==> src/rtl/srdhm_mul_seq.sv <==
// srdhm_mul_seq: iterative signed 32x32->64 multiplier that feeds the SRDHM rounding stage.
//
// Operands are captured as unsigned magnitudes together with the sign of the result. The
// magnitudes are multiplied by retiring BITS_PER_CYCLE multiplier bits per BUSY cycle, and the
// sign is applied on the last cycle. Every operation takes the same number of cycles, including
// zero operands.
//
// Ports:
//   clk          system clock, rising-edge active
//   reset        synchronous active-high reset
//   in_valid     operands a/b valid
//   in_ready     block can accept operands (IDLE only)
//   a, b         signed 32-bit multiplicand / multiplier
//   out_valid    prod_top/prod_bottom/sat valid (DONE only)
//   out_ready    consumer accepts the result
//   prod_top     product bits [63:32]
//   prod_bottom  product bits [31:0]
//   sat          result came from INT32_MIN x INT32_MIN
module srdhm_mul_seq #(
  parameter int unsigned BITS_PER_CYCLE = 4  // 1, 2, 4 or 8
) (
  input  logic        clk,
  input  logic        reset,
  input  logic        in_valid,
  output logic        in_ready,
  input  logic [31:0] a,
  input  logic [31:0] b,
  output logic        out_valid,
  input  logic        out_ready,
  output logic [31:0] prod_top,
  output logic [31:0] prod_bottom,
  output logic        sat
);

  localparam int unsigned N    = 32 / BITS_PER_CYCLE;
  localparam int unsigned CntW = $clog2(N + 1);

  localparam logic [CntW-1:0] CntLoad = CntW'(N);
  localparam logic [CntW-1:0] CntOne  = CntW'(1);

  localparam logic [31:0] IntMin = 32'h8000_0000;

  typedef enum logic [1:0] {
    StIdle,
    StBusy,
    StDone
  } state_e;

  state_e state_q, state_d;

  // Multiplicand magnitude, pre-shifted into place for the current group of multiplier bits.
  logic [63:0]     mcand_q;
  // Remaining multiplier magnitude; its low BITS_PER_CYCLE bits are the current group.
  logic [31:0]     mplier_q;
  logic [63:0]     acc_q;
  logic [CntW-1:0] cnt_q;
  logic            neg_q;
  logic            sat_r_q;
  logic [63:0]     prod_q;
  logic            sat_q;

  logic                      accept;
  logic                      last_busy;
  logic [31:0]               abs_a;
  logic [31:0]               abs_b;
  logic [BITS_PER_CYCLE-1:0] digit;
  logic [63:0]               partial;
  logic [63:0]               acc_sum;
  logic [63:0]               result;

  // ---------------------------------------------------------------------------------------------
  // Operand conditioning and per-cycle partial product
  // ---------------------------------------------------------------------------------------------
  always_comb begin
    // Two's-complement negate of INT32_MIN wraps back to 32'h80000000, which is exactly |INT32_MIN|
    // when read as unsigned.
    abs_a = a[31] ? (~a + 32'd1) : a;
    abs_b = b[31] ? (~b + 32'd1) : b;

    digit   = mplier_q[BITS_PER_CYCLE-1:0];
    partial = mcand_q * 64'(digit);
    acc_sum = acc_q + partial;

    // Negating a zero magnitude yields zero, so a zero product never gets a nonzero top half.
    result = neg_q ? (~acc_sum + 64'd1) : acc_sum;
  end

  assign accept    = (state_q == StIdle) && in_valid;
  assign last_busy = (state_q == StBusy) && (cnt_q == CntOne);

  // ---------------------------------------------------------------------------------------------
  // FSM: state register
  // ---------------------------------------------------------------------------------------------
  always_ff @(posedge clk) begin
    if (reset) begin
      state_q <= StIdle;
    end else begin
      state_q <= state_d;
    end
  end

  // ---------------------------------------------------------------------------------------------
  // FSM: next-state logic
  // ---------------------------------------------------------------------------------------------
  always_comb begin
    state_d = state_q;
    unique case (state_q)
      StIdle: begin
        if (in_valid) begin
          state_d = StBusy;
        end
      end
      StBusy: begin
        if (cnt_q == CntOne) begin
          state_d = StDone;
        end
      end
      StDone: begin
        if (out_ready) begin
          state_d = StIdle;
        end
      end
      default: state_d = StIdle;
    endcase
  end

  // ---------------------------------------------------------------------------------------------
  // FSM: outputs
  // ---------------------------------------------------------------------------------------------
  always_comb begin
    in_ready  = 1'b0;
    out_valid = 1'b0;
    unique case (state_q)
      StIdle:  in_ready  = 1'b1;
      StBusy:  ;
      StDone:  out_valid = 1'b1;
      default: ;
    endcase
  end

  // ---------------------------------------------------------------------------------------------
  // Datapath registers
  // ---------------------------------------------------------------------------------------------
  always_ff @(posedge clk) begin
    if (reset) begin
      mcand_q  <= '0;
      mplier_q <= '0;
      acc_q    <= '0;
      cnt_q    <= '0;
      neg_q    <= 1'b0;
      sat_r_q  <= 1'b0;
      prod_q   <= '0;
      sat_q    <= 1'b0;
    end else begin
      if (accept) begin
        mcand_q  <= {32'd0, abs_a};
        mplier_q <= abs_b;
        acc_q    <= '0;
        cnt_q    <= CntLoad;
        neg_q    <= a[31] ^ b[31];
        sat_r_q  <= (a == IntMin) && (b == IntMin);
      end else if (state_q == StBusy) begin
        acc_q    <= acc_sum;
        mcand_q  <= mcand_q << BITS_PER_CYCLE;
        mplier_q <= mplier_q >> BITS_PER_CYCLE;
        cnt_q    <= cnt_q - CntOne;
      end

      // Result registers hold their value through DONE and IDLE until the next completion.
      if (last_busy) begin
        prod_q <= result;
        sat_q  <= sat_r_q;
      end
    end
  end

  assign prod_top    = prod_q[63:32];
  assign prod_bottom = prod_q[31:0];
  assign sat         = sat_q;

endmodule

==> config.mk <==
export PLATFORM = sky130hd
export DESIGN_NAME = srdhm_mul_seq
export DESIGN_NICKNAME = d
export VERILOG_FILES = /design/src/rtl/srdhm_mul_seq.sv
export SDC_FILE = /design/constraint.sdc
export NUM_CORES = 1
export LEC_CHECK = 0
export ABC_AREA = 0
export BUFFER_PORTS_ARGS = -buffer_cell sky130_fd_sc_hd__buf_2
export CAP_MARGIN = 40
export CORE_MARGIN = 10
export CORE_UTILIZATION = 50
export CTS_BUF_LIST = sky130_fd_sc_hd__clkbuf_16
export CTS_CLUSTER_DIAMETER = 80
export DETAILED_ROUTE_END_ITERATION = 8
export PLACE_DENSITY = 0.68
export SYNTH_ARGS = -nofsm -noshare
export SYNTH_HDL_FRONTEND = slang
export SYNTH_SLANG_ARGS = --single-unit
==> constraint.sdc <==
create_clock -name clk -period 6.85 [get_ports clk]
set_input_delay 0.685 -clock clk [delete_from_list [all_inputs] [get_ports clk]]
set_output_delay 0.685 -clock clk [all_outputs]
set_load 0.05 [all_outputs]
==> flow_summary_export.csv <==
group,metric,value,unit
timing,clock-skew-final,0.01582,ns
layout,drive_above_1_share,0.1118,
synthesis,ys_seq_area_frac,0.2102,
routing,drt_iter0_markers,1811,
timing,fin_crit,6.678,ns
synthesis,netlist.area_leader.share,0.2102,
routing,drt_wl_total,69.20,mm
routing,num_vias,20540,
worst_setup_path,rr_startpoint,"mplier_q[1]",
timing,fmax,0.1497,GHz
worst_setup_path,reg2reg_to,"prod_q[62]",
routing,antenna_left,0,
placement,port_buffers,134,
layout,final_cells,3588,
hold_path,hp-class,"in2reg",
placement,post_dp_cell_area,23870,um^2
floorplanning,io_pins,135,
hold_path,min_from,"out_ready",
status,status,"finished clean",
timing,final.setup.worst_slack,0.1716,ns
layout,final_nets,3298,
timing,finalCritPeriodShare,0.9749,
floorplanning,core_area,44030,um^2
placement,dp_hpwl,55.14,mm
synthesis,yosys_warnings,0,
routing,drc_errors,0,
clock_network,clk_pin_slew_worst_paths,0.06,ns
synthesis,netlist_instances,2877,
clock_network,h-tree-depth,1,
floorplanning,die_w,230.7,um
synthesis,synth.distinct_cells,88,
clock_network,worstSkewPairLatency,0.58,ns
timing,slew_viol_final,0,
worst_setup_path,critPathKind,"reg2reg",
worst_setup_path,crit_fanout,63,
layout,antenna_cells,0,
hold_path,min_to,"state_q[1]",
worst_setup_path,reg2reg_depth,19,
power_and_ir_drop,power_density,166.7,nW/um^2
synthesis,syn_area_per_cell,7.712,um^2
timing,slew_headroom,0.3961,
floorplanning,placementRows,77,
clock_network,cts_max_path_buffers,3,
worst_setup_path,cp-end-kind,"flip-flop",
layout,final_cell_mix,"456 x nand2_1, 265 x inv_1, 237 x and2_1",
timing,setup_tns,0,ns
layout,layout_commonest_cell,"nand2_1",
global_route,grt_max_degree,93,
flow_run,cap_violations,0,
global_route,grtUsageTotal,0.2530,
timing,hold_viol,0,
timing,rsz0062_at_grt,"false",
clock_network,cts-root-buf,"clkbuf_16",
synthesis,yosys.area.top_type,"dfxtp_1",
synthesis,syn-cell-area,22190,um^2
routing,via_per_inst,5.725,
clock_network,cts_buffers,29,
power_and_ir_drop,p_leak,10.55,nW
synthesis,synth_nets,3199,
global_route,antenna_found_initial,1,
synthesis,synth-edff-count,0,
clock_network,cts_tree,"built",
routing,routedWlPerCell,19.29,um
placement,gp_congestion,0.9864,
global_route,grt_pass1_vias,19860,
synthesis,async_flop_share,0,
worst_setup_path,worst_setup_path_start_kind,"flip-flop",
timing,finalSetupViolCount,0,
worst_setup_path,arrival,7.17,ns
global_route,grt_first_pass_wirelength,109.8,mm
power_and_ir_drop,ir_worst_vdd,0.1755,mV
synthesis,ys_ff_latch,233,
placement,post-place-ws,0.1556,ns
floorplanning,dieArea,53200,um^2
synthesis,synth-main-ff-cell,"dfxtp_1",
floorplanning,initial_core_util,0.5039,
synthesis,synth_area_leaders,"dfxtp_1 21%, fa_1 16%, nand2_1 7.7%",
routing,drt_first_pass_iters,5,
hold_path,min_path_cells,3,
worst_setup_path,required,7.34,ns
floorplanning,die_y,230.7,um
timing,worst_slew_pin_slew,0.9058,ns
placement,dp.cells,3534,
worst_setup_path,rrSetupSlack,0.17,ns
global_route,overflow,0,
layout,synthToLayoutAreaGrowth,12.41,%
layout,fin_area,24940,um^2
clock_network,clkSinkCount,233,
through the flow:
step	hold slack, ns	power (mW)	util
5_1_grt	0.3809	4.352	0.5665
4_1_cts	0.3456	4.169	0.5641
3_5_place_dp	0.4467	2.582	0.5421
3_3_place_gp	0.4390	2.551	0.5390
2_1_floorplan	0.4319	2.209	-
6_report	0.3706	4.158	0.5665
power by group:
group	switching [mW]	internal, mW	leakage, nW
logic	0.710	0.395	8.17
registers	0.0588	1.41	1.89
clock network	0.627	0.953	0.490
timing repair:
action	CTS	global route
setup endpoints to repair	0	25
resized for setup	0	19
hold buffers	0	0
buffers inserted	0	3
worst max path at each step:
stage,from,end,slack (ns),depth (start not counted)
after global placement,mplier_q[1],prod_q[49],0.21,21
after floorplan,mplier_q[2],prod_q[62],0.68,23
after CTS,mplier_q[2],prod_q[62],0.13,22
after global routing,mplier_q[1],prod_q[55],0.005,21
final,mplier_q[1],prod_q[62],0.17,19
after detailed placement,mplier_q[2],prod_q[62],0.16,22
registers in the layout (all words and copies together) (netlist names):
register,count
cnt_q,4
prod_q,64
state_q,2
mcand_q,64
neg_q,1
mplier_q,32
sat_r_q,1
sat,1
acc_q,64
cell families (layout without fill, tap and decap cells):
group | count (synthesis) | count (layout) | synth area share
simple gates | 1154 | 1154 | 0.2533
flops | 233 | 233 | 0.2102
xor+xnor | 165 | 165 | 0.06513
mux | 10 | 10 | 0.004512
compound gates | 633 | 633 | 0.1888
buf+inv | 428 | 547 | 0.07325
fa+ha+maj | 254 | 254 | 0.2048
critical path, cell delays in order, from the launching register on:
cell     delay (ns)
dfxtp_1        0.38
buf_12         0.26
and2_1         0.19
fa_1           0.44
fa_1           0.63
fa_1           0.46
ha_1           0.44
a21oi_1        0.22
o21ai_1        0.18
a211o_1        0.39
a21o_1         0.21
xor2_1         0.19
or4_4          0.56
or4b_4         0.50
or3_1          0.53
nor4_4         0.31
buf_4          0.18
a41oi_1        0.15
xnor2_1        0.15
o31ai_1        0.20
final cells by class:
class	count	area (um^2)
inverters	259	972.2
multi-input cells	2216	16010
repair buffers	237	1588
fillers	4150	19090
well taps	592	740.7
flip-flops and latches	233	4666
clock buffers	29	725.7
clock inverters	22	240.2
cells in the mapped netlist, drive strengths merged (4+ instances only):
cell	n
a21oi	218
a211oi	77
xor2	55
nor4	20
a311oi	51
or2	11
nor2	208
and4	8
o21ai	102
nand3	33
and2	239
or4	18
nor3	31
a31oi	10
and3	8
buf	19
nand3b	6
o211ai	11
nor2b	4
a21boi	5
or3	37
a221oi	6
nand4	34
fa	182
clkbuf	150
nand2	457
o31ai	34
o41ai	17
mux2i	10
o22ai	4
nand2b	22
xnor2	110
nor3b	8
dfxtp	233
a22oi	8
inv	259
o211a	5
a21o	25
o21a	12
o21bai	6
o221ai	4
ha	72
a2111oi	5
metal layers:
| metal | vias up | global-route usage | part of all wire |
|---|---|---|---|
| met5 | - | 0 | 0 |
| met4 | 0 | 0.05961 | 0.021 |
| met3 | 74 | 0.04464 | 0.077 |
| met2 | 698 | 0.3641 | 0.41 |
| met1 | 9855 | 0.3828 | 0.49 |
| li1 | 9913 | - | - |
Note: power is estimated with default switching activity, not from simulation.
